## src/rtl/pipeline_if_fetch_pkg.sv

```systemverilog
// pipeline_if_fetch_pkg: shared types and constants for the instruction-fetch stage
//   fetch_state_t    - fetch FSM states (REQ / WAIT / HOLD)
//   NOP_INSTR        - instruction presented when nothing valid is held
//   PC_INC           - sequential PC increment
//   DEFAULT_RESET_PC - default PC loaded on reset
package pipeline_if_fetch_pkg;

    typedef enum logic [1:0] {
        REQ  = 2'd0,
        WAIT = 2'd1,
        HOLD = 2'd2
    } fetch_state_t;

    localparam logic [31:0] NOP_INSTR        = 32'h0000_0000;
    localparam logic [31:0] PC_INC           = 32'd4;
    localparam logic [31:0] DEFAULT_RESET_PC = 32'h0000_0000;

endpackage

```

## src/rtl/pipeline_if_fetch.sv

```systemverilog
// pipeline_if_fetch: IF stage owning the PC and a single-outstanding imem request/response port
//   CLK, RSTN                 - clock, async active-low reset
//   EnableF                   - IF/ID captures this cycle (0 = stall)
//   RedirectF, RedirectPC     - taken branch/jump pulse and its target
//   IMemReqValid/Ready, IMemAddr  - fetch request channel
//   IMemRspValid, IMemRspData     - fetch response channel
//   RD, PCF, PCPlus4F, InstrValidF - IF-side inputs of the IF/ID register
module pipeline_if_fetch
    import pipeline_if_fetch_pkg::*;
#(
    parameter logic [31:0] RESET_PC = DEFAULT_RESET_PC
) (
    input  logic        CLK,
    input  logic        RSTN,
    input  logic        EnableF,
    input  logic        RedirectF,
    input  logic [31:0] RedirectPC,
    output logic        IMemReqValid,
    input  logic        IMemReqReady,
    output logic [31:0] IMemAddr,
    input  logic        IMemRspValid,
    input  logic [31:0] IMemRspData,
    output logic [31:0] RD,
    output logic [31:0] PCF,
    output logic [31:0] PCPlus4F,
    output logic        InstrValidF
);

    fetch_state_t state, state_n;
    logic [31:0]  pc, pc_n;
    logic [31:0]  instr_buf, instr_buf_n;
    logic         kill, kill_n;

    always_ff @(posedge CLK or negedge RSTN) begin
        if (!RSTN) begin
            state     <= REQ;
            pc        <= RESET_PC;
            instr_buf <= NOP_INSTR;
            kill      <= 1'b0;
        end else begin
            state     <= state_n;
            pc        <= pc_n;
            instr_buf <= instr_buf_n;
            kill      <= kill_n;
        end
    end

    always_comb begin
        state_n     = state;
        pc_n        = pc;
        instr_buf_n = instr_buf;
        kill_n      = kill;
        case (state)
            // A redirect coinciding with acceptance leaves the old address in flight.
            REQ: if (IMemReqReady) begin
                state_n = WAIT;
                kill_n  = RedirectF;
            end
            // A killed response is dropped; the redirect target is requested afterwards.
            WAIT: if (IMemRspValid) begin
                if (kill || RedirectF) begin
                    state_n = REQ;
                    kill_n  = 1'b0;
                end else begin
                    state_n     = HOLD;
                    instr_buf_n = IMemRspData;
                end
            end else if (RedirectF) begin
                kill_n = 1'b1;
            end
            HOLD: if (RedirectF || EnableF) state_n = REQ;
            default: state_n = REQ;
        endcase
        if (RedirectF)
            pc_n = RedirectPC & ~32'd3;
        else if (state == HOLD && EnableF)
            pc_n = pc + PC_INC;
    end

    assign IMemReqValid = (state == REQ);
    assign IMemAddr     = pc;
    assign PCF          = pc;
    assign PCPlus4F     = pc + PC_INC;
    assign InstrValidF  = (state == HOLD);
    assign RD           = InstrValidF ? instr_buf : NOP_INSTR;

endmodule
```

## config.mk

```make
export PLATFORM = sky130hd
export DESIGN_NAME = pipeline_if_fetch
export DESIGN_NICKNAME = d
export VERILOG_FILES = /design/src/rtl/pipeline_if_fetch_pkg.sv /design/src/rtl/pipeline_if_fetch.sv
export SDC_FILE = /design/constraint.sdc
export NUM_CORES = 1
export LEC_CHECK = 0
export BUFFER_PORTS_ARGS = -buffer_cell sky130_fd_sc_hd__buf_4
export CAP_MARGIN = 20
export CORE_ASPECT_RATIO = 0.8
export CORE_MARGIN = 2
export CORE_UTILIZATION = 42
export CTS_CLUSTER_SIZE = 40
export DETAILED_ROUTE_END_ITERATION = 10
export GPL_TIMING_DRIVEN = 0
export PLACE_DENSITY = 0.79
export SETUP_SLACK_MARGIN = 0.3
export SLEW_MARGIN = 20
export SYNTH_ARGS = -nofsm -noshare
export SYNTH_HDL_FRONTEND = slang
export SYNTH_SLANG_ARGS = --single-unit
```

## constraint.sdc

```tcl
create_clock -name CLK -period 2.2 [get_ports CLK]
set_input_delay 0.44 -clock CLK [delete_from_list [all_inputs] [get_ports CLK]]
set_output_delay 0.44 -clock CLK [all_outputs]
set_load 0.005 [all_outputs]
```

### Word-level counts from Yosys, hierarchy flattened

Cells that the tools add are included.

* flip-flop bits (word level): 67
* output and inout bits: 130
* logic and storage cells: 35

* multiplexer cells: 13
* equal/unequal tests: 7
* reduce and logical (&&, ||, !) cells: 9
* $add $sub $neg: 1
* bitwise logic cells: 1

Operators with widths (number)
* $mux W32: 3
* $add A32 B3 Y32 const B: 1
* $mux W2: 4
* $ne A3 B3 Y1 const B: 2
* $pmux W2 S3: 1
* $reduce_and A3 Y1: 2
* $mux W1: 4
* $ne A2 B1 Y1 const B: 2
* $reduce_and A4 Y1: 1
* $reduce_bool A2 Y1: 2
* $eq A2 B1 Y1 const B: 1
* $eq A2 B2 Y1 const B: 1
* $logic_not A2 Y1: 1
* $logic_or A1 B1 Y1: 2
* $ne A2 B2 Y1 const B: 1
* $pmux W1 S2: 1
* $logic_and A1 B1 Y1: 1
* $not A1 Y1: 1

### Longest topological paths before layout

Gate-level depths: netlist of run 1.

* depth after elaboration: 4
* gate-level depth with buffers: 6
* mapped depth without buffers: 5

### Worst setup path before layout of run 1

No wires, ideal clock.

* path kind: register to output
* from: register pc[11], in the netlist IMemAddr[11]
* to: output PCPlus4F[26]
* data arrival time: 1.998 ns
* cell stages (with the launch flop): 7
* required time: 1.760 ns
* slack: -0.238 ns
* path through: dfrtp_1 > clkbuf_2 > nand4_4 > or4_1 > clkbuf_2 > or4_1 > xnor2_1

* cells in the longest elaborated chain, start to end: 1

Ends and longest elaborated chain
* start, declared: RTL line pipeline_if_fetch.sv:30 `logic [31:0] pc, pc_n;`
* start signal, assigned: RTL line pipeline_if_fetch.sv:42 `pc <= pc_n;`
* $add A32 B3 Y32: RTL line pipeline_if_fetch.sv:83 `assign PCPlus4F = pc + PC_INC;`
* end, declared: RTL line pipeline_if_fetch.sv:25 `output logic [31:0] PCPlus4F,`

Every way passes these cells.

### Worst setup path after layout of run 1

* from: register pc[8], in the netlist IMemAddr[8]
* to: register pc[22], in the netlist IMemAddr[22]

* cells in the longest elaborated chain, start to end: 3

Ends and longest elaborated chain
* $add A32 B3 Y32: RTL line pipeline_if_fetch.sv:77 `pc_n = pc + PC_INC;`
* $mux W32: RTL line pipeline_if_fetch.sv:76 `else if (state == HOLD && EnableF)`
* $mux W32: RTL line pipeline_if_fetch.sv:74 `if (RedirectF)`

Every way passes these cells. The select of a mux whose other input is x is not followed.
A chain may end at the register's enable or synchronous reset.

==> results.cfg, run 1 <==
[pwr]
power.density_nw_per_um2 = 631
power_w = 0.00522
p_leak_nw = 3.90
irDropWorstVdd_uv = 524

[timing]
fmax_mhz = 348
worst_pin_slew_ps = 917
setup_ws_ps = -672
maxSlewHeadroom_pct = 38.9
final.min_clock_period_ps = 2870
drv_slew = 0
post-route-period-util_pct = 131
worst_hold_slack_ps = 220
fin_skew_ps = 16.3
setup_viol = 34
hold_viol = 0
rsz0062_at_grt = yes

[detailed_routing]
drt-pass1-iter-count = 6
wl_per_cell_microns = 23.0
post-route-drc-count = 0
vias = 5356
antenna_left = 0
vias_per_cell = 5.96
routed_wl_microns = 20700
drtIter0Drc = 578

[synthesis]
muxShareOfSynthArea_pct = 9.23
async_flop_share_pct = 100
synthFlopType = dfrtp_1
yosysTopAreaCell = dfrtp_1
synth_compound_area_share_pct = 7.75
synthAdderAreaFrac_pct = 0.304
synth-seq-cells = 65
synth-edff-count = 0
synth_top_family_by_area = simple AND/OR/NAND/NOR gates
synth_top_area_share_pct = 39.5
yosys-top-cells-area = dfrtp_1 39%, mux2_2 8.7%, buf_4 6.6%, xnor2_1 6.0%, and2_1 5.0%
synth_cell_types = 44
synthXorXnorAreaFrac_pct = 8.08
syn_area_sq_um = 4120
seq_area_frac_synth_pct = 39.5
syn_avg_cell_area_sq_um = 9.21
synth_cells = 447
yosys.area_share.simple_pct = 24.3
ys.warnings.count = 0

[finish]
nets = 844
layout.cells.non_filler = 898
layout_common_cells = 257 x buf_4, 89 x buf_6, 51 x dfrtp_1
design_area_sq_um = 8270
drive_above_1_share_pct = 69.8
num-fill-cells = 435
layout_commonest_cell = buf_4
syn_to_final_growth_pct = 101

[critical_path]
cp_slowest_cell = or4_4
reg2reg_slack_ps = -670
required_ps = 2450
crit_arrival_ps = 3120
setup.worst_path.start = IMemAddr[8]
rr_endpoint = IMemAddr[22]
timing.rr.start = IMemAddr[8]
start_kind = flop
path_common_cell = buf_6
path_cells = buf_8 -> nand4_1 -> or4_4 -> buf_8 -> buf_4 -> buf_6 -> buf_6 -> buf_6 -> buf_6 -> buf_6 -> buf_6 -> or4_4 -> a31oi_4
worstSetupEndpoint = IMemAddr[22]
critPathKind = flop to flop
cp-end-kind = flop
crit_fanout = 7
r2r_cells = 13
cpPeakStageDelay_ps = 500

[clock_tree]
clk_path_buf_depth = 2
clk_pin_slew_ps = 70
cts_tree = done
ctsRootBufferMaster = clkbuf_16
cts_sinks = 65
clk_latency_ps = 340
htree_levels = 3
cts_buffers = 9

[floorplan]
die_w_microns = 115
initial_core_util_pct = 42.9
core_sq_um = 9610
ios = 200
die_height_microns = 92.6
die_area_sq_um = 10600
std_cell_rows = 32

[run_status]
status = complete, but fails checks
violations = negative setup slack

[global_route]
met1_usage_pct = 33.6
grt_max_degree = 66
grt_antenna_before_repair = 1
grt_pass1_wl_microns = 25200
grt_overflow_total = 0
groute.usage.overall_pct = 30.5
use_met2_pct = 54.2
grt_pass1_vias = 4938
top_usage_layer = met2
use_met3_pct = 9.55

[worst_hold_path]
hold_path.class = input port to async pin

[placed_design]
dp_slack_ps = -405
dpl.hpwl_microns = 9540
port_buffers = 190
gp_congestion = 0.856
dp.cells = 761
placed_area_sq_um = 5860

[run]
cap_violations = 0
final cells by class:
type | count | area (sq um) | area share (%)
buffer | 67 | 598 | 7.23
tap | 119 | 149 | 1.80
timing repair buffer | 310 | 2700 | 32.6
multi-input combinational | 312 | 2830 | 34.2
sequential | 65 | 1640 | 19.9
clock inverter | 6 | 90.1 | 1.09
antenna | 1 | 2.50 | 0.0302
inverter | 8 | 30.0 | 0.363
clock buffer | 10 | 239 | 2.89
cell families (layout without fill, tap and decap cells):
| kind of cell | after synthesis | count (layout) |
|---|---|---|
| simple gates | 185 | 185 |
| xor+xnor | 38 | 38 |
| compound gates | 48 | 48 |
| fa+ha+maj | 1 | 1 |
| buf+inv | 75 | 401 |
| mux | 34 | 34 |
| other cells | 1 | 7 |
| flops | 65 | 65 |
sequential cells by signal (all words and copies together) (netlist names):
signal,flops
state,2
kill,1
IMemAddr,30
instr_buf,32
per-layer routing:
metal	up-vias	wire length (microns)
li1	2180	-
met1	2551	7160
met2	488	9960
met3	137	2330
met4	0	1240
met5	-	0
worst min-delay path by stage:
stage	cells past startpoint	to	from	slack, ps
2_1_floorplan	0	IMemAddr[10]	RSTN	140
3_3_place_gp	1	instr_buf[7]	instr_buf[7]	480
3_5_place_dp	1	instr_buf[16]	instr_buf[16]	480
4_1_cts	1	IMemAddr[21]	RSTN	260
5_1_grt	1	IMemAddr[29]	RSTN	280
6_report	1	IMemAddr[29]	RSTN	220
cell usage after synthesis (all sizes together) (9+ instances only):
| library cell | count |
|---|---|
| clkbuf | 24 |
| nand4 | 17 |
| nand2 | 34 |
| and2 | 33 |
| dfrtp | 65 |
| nor3 | 9 |
| or4 | 11 |
| xor2 | 10 |
| nor2 | 40 |
| buf | 41 |
| mux2 | 32 |
| xnor2 | 28 |
| o21ai | 14 |
| nand3 | 12 |
| a31oi | 15 |
worst max-delay path: cells and delay by family, from the launching register on:
family,cells,cell delay [ps]
compound gates,1,180
simple gates,3,1150
buf+inv,9,1030
flops,1,400
report_power, final:
group          internal, W  total (W)  leakage, nW  switching, W
sequential         0.00156    0.00184        0.754      0.000286
clock              0.00103    0.00166        0.159      0.000631
combinational      0.00102    0.00172         2.98      0.000696
total              0.00361    0.00522         3.90       0.00161
through the flow:
step	utilization [%]	setup TNS, ps
2_1_floorplan	-	-152
3_3_place_gp	60.9	-3100
3_5_place_dp	60.9	-3860
4_1_cts	77.1	-7010
6_report	86.1	-14340
5_1_grt	86.1	-15690
timing repair:
item | in CTS | in global routing
gates resized for setup | 161 | 119
buffers inserted | 75 | 42
cloned | 2 | 1
pin swaps | 54 | 47
endpoints found under the setup margin | 104 | 102
hold buffers | 0 | 0
No activity file was read; power rests on OpenSTA's default activity.
==> run 2, diff against run 1 <==
--- a/config.mk
+++ b/config.mk
@@ -5,15 +5,16 @@
 export SDC_FILE = /design/constraint.sdc
 export NUM_CORES = 1
 export LEC_CHECK = 0
+export ABC_AREA = 1
 export BUFFER_PORTS_ARGS = -buffer_cell sky130_fd_sc_hd__buf_4
 export CAP_MARGIN = 20
-export CORE_ASPECT_RATIO = 0.8
+export CORE_ASPECT_RATIO = 0.9
 export CORE_MARGIN = 2
-export CORE_UTILIZATION = 42
+export CORE_UTILIZATION = 43
 export CTS_CLUSTER_SIZE = 40
 export DETAILED_ROUTE_END_ITERATION = 10
 export GPL_TIMING_DRIVEN = 0
-export PLACE_DENSITY = 0.79
+export PLACE_DENSITY = 0.8
 export SETUP_SLACK_MARGIN = 0.3
 export SLEW_MARGIN = 20
 export SYNTH_ARGS = -nofsm -noshare
==> results.cfg, run 2 <==
[global_route]
grt_pass1_wl_microns = 21400
groute.usage.overall_pct = 25.6
grt_overflow_total = 0
grt_max_degree = 66
grt_pass1_vias = 4537
grt_antenna_before_repair = 0

[timing]
maxSlewHeadroom_pct = 45.2
setup_ws_ps = -98.6
rsz0062_at_grt = yes
setup_viol = 11
fmax_mhz = 435
fin_skew_ps = 10.0
post-route-period-util_pct = 104
drv_slew = 0
worst_pin_slew_ps = 822
hold_viol = 0
final.min_clock_period_ps = 2300
setup_tns_ps = -353

[synthesis]
synth_most_common_cell = nand2_1
ys.warnings.count = 0
syn_area_sq_um = 4190
synth-edff-count = 0
yosys-top-cells-area = dfrtp_1 39%, nand2_1 17%, inv_1 8.1%, buf_4 7.0%, o21ai_0 6.0%
synthFlopType = dfrtp_1
synth_cell_types = 32
synth_top_area_share_pct = 38.8
synth-seq-cells = 65
yosysTopAreaCell = dfrtp_1
syn_avg_cell_area_sq_um = 7.05
synth_cells = 594
synthTopCellsByCount = 192 x nand2_1, 90 x inv_1, 66 x nor2_1, 65 x dfrtp_1, 50 x o21ai_0
async_flop_share_pct = 100
seq_area_frac_synth_pct = 38.8

[detailed_routing]
drt-pass1-iter-count = 5
vias = 4813
post-route-drc-count = 0
met2_length_microns = 6970
met3_length_microns = 1580
drtIter0Drc = 215
routed_wl_microns = 14400
routed.top_layer = met4
antenna_left = 0
met1_length_microns = 5390
vias_per_cell = 4.92
wl_per_cell_microns = 14.8

[critical_path]
cpPeakStageDelay_ps = 490
cp.buffers_inverters = 1
timing.rr.start = IMemAddr[2]
crit_cells = 8
r2r_cells = 15
reg2reg_slack_ps = 110
cp_top_family = simple AND/OR/NAND/NOR gates
start_kind = flop
path_cells = nand2_2 -> nor2_4 -> nand2_4 -> nor2_8 -> nand2_2 -> nand2_2 -> and2_4 -> buf_6
critPathKind = flop to output port
rr_endpoint = IMemAddr[18]
cp_slowest_cell = dfrtp_2
crit_arrival_ps = 1860
crit_fanout = 7
cp-end-kind = output port
path_common_cell = nand2_2
required_ps = 1760

[run_status]
status = complete, but fails checks
violations = negative setup slack

[run]
cap_violations = 0

[finish]
largest_reg_flops = 32
layout.cells.non_filler = 978
syn_to_final_growth_pct = 61.3
layout_common_cells = 253 x buf_4, 167 x nand2_1, 87 x inv_1
regArea_sq_um = 1650
drive_above_1_share_pct = 48.5
regMostFlops = instr_buf
num_antenna_cells = 0
layout_commonest_cell = buf_4
multi_input_area_sq_um = 2120
design_area_sq_um = 6760
nets = 919
num-fill-cells = 717

[pwr]
p_leak_nw = 3.62
irDropWorstVdd_uv = 413
power.density_nw_per_um2 = 677
power_w = 0.00457

[clock_tree]
htree_levels = 3
cts_buffers = 9
cts_tree = done
ctsRootBufferMaster = clkbuf_8
cts_sinks = 65
clk_path_buf_depth = 2
clk_latency_ps = 340
clk_pin_slew_ps = 80

[floorplan]
die_w_microns = 108
std_cell_rows = 34
die_area_sq_um = 10500
ios = 200
core_sq_um = 9570
die_height_microns = 97.6
initial_core_util_pct = 43.8

[worst_hold_path]
hold_path.class = input port to async pin

[placed_design]
placed_area_sq_um = 5790
gp_congestion = 0.907
dp.cells = 915
port_buffers = 190
dp_slack_ps = 149
dpl.hpwl_microns = 9600
==> run 2: worst max path at each step <==
stage,start,to,slack [ps]
after global routing,IMemAddr[5],PCPlus4F[21],-140
final,IMemAddr[5],PCPlus4F[21],-100
after detailed placement,IMemAddr[3],PCPlus4F[12],150
after CTS,IMemAddr[2],PCPlus4F[30],10
after global placement,IMemAddr[3],PCPlus4F[20],190
after floorplan,IMemAddr[3],PCPlus4F[22],500
==> run 2: final cells by class <==
type / instances / share of cell area, %
Buffer: 53 / 5.59
Clock buffer: 13 / 2.65
Clock inverter: 2 / 0.518
Inverter: 93 / 5.24
Multi-Input combinational cell: 388 / 31.4
Sequential cell: 65 / 24.5
Tap cell: 126 / 2.33
Timing Repair Buffer: 238 / 27.8
==> run 2: logic make-up after synthesis <==
| logic type | count (synthesis) | share of synthesized area (%) |
|---|---|---|
| buffers and inverters | 146 | 16.8 |
| xor gates and xnor gates | 13 | 3.79 |
| adders and majority gates | 1 | 0.299 |
| other | 1 | 0.0895 |
| and+or+nand+nor | 300 | 30.6 |
| DFF | 65 | 38.8 |
| AOI/OAI and AO/OA | 68 | 9.53 |
==> run 2: power by group <==
| part | total (W) | switching [W] | internal, W |
|---|---|---|---|
| combinational | 0.00169 | 0.000845 | 0.000842 |
| sequential | 0.00177 | 0.000200 | 0.00157 |
| clock | 0.00112 | 0.000477 | 0.000640 |
| total | 0.00457 | 0.00152 | 0.00305 |
==> run 2: layer usage <==
metal | up-vias | global-route usage (%)
met1 | 2207 | 31.4
met4 | 0 | 11.4
met2 | 308 | 44.0
met3 | 50 | 4.02
li1 | 2248 | -
met5 | - | 0
==> run 2: stage by stage <==
step / util (%) / hold slack [ps]
after floorplan: - / 144
final: 70.6 / 166
after detailed placement: 60.5 / 527
after global placement: 60.5 / 502
after global routing: 70.6 / 259
after CTS: 66.8 / 211
==> run 2: repair_timing <==
| item | CTS | global route |
|---|---|---|
| pin swaps | 23 | 40 |
| hold buffers | 0 | 0 |
| gates resized for setup | 60 | 72 |
| setup buffers | 30 | 18 |
| setup endpoints to repair | 56 | 59 |
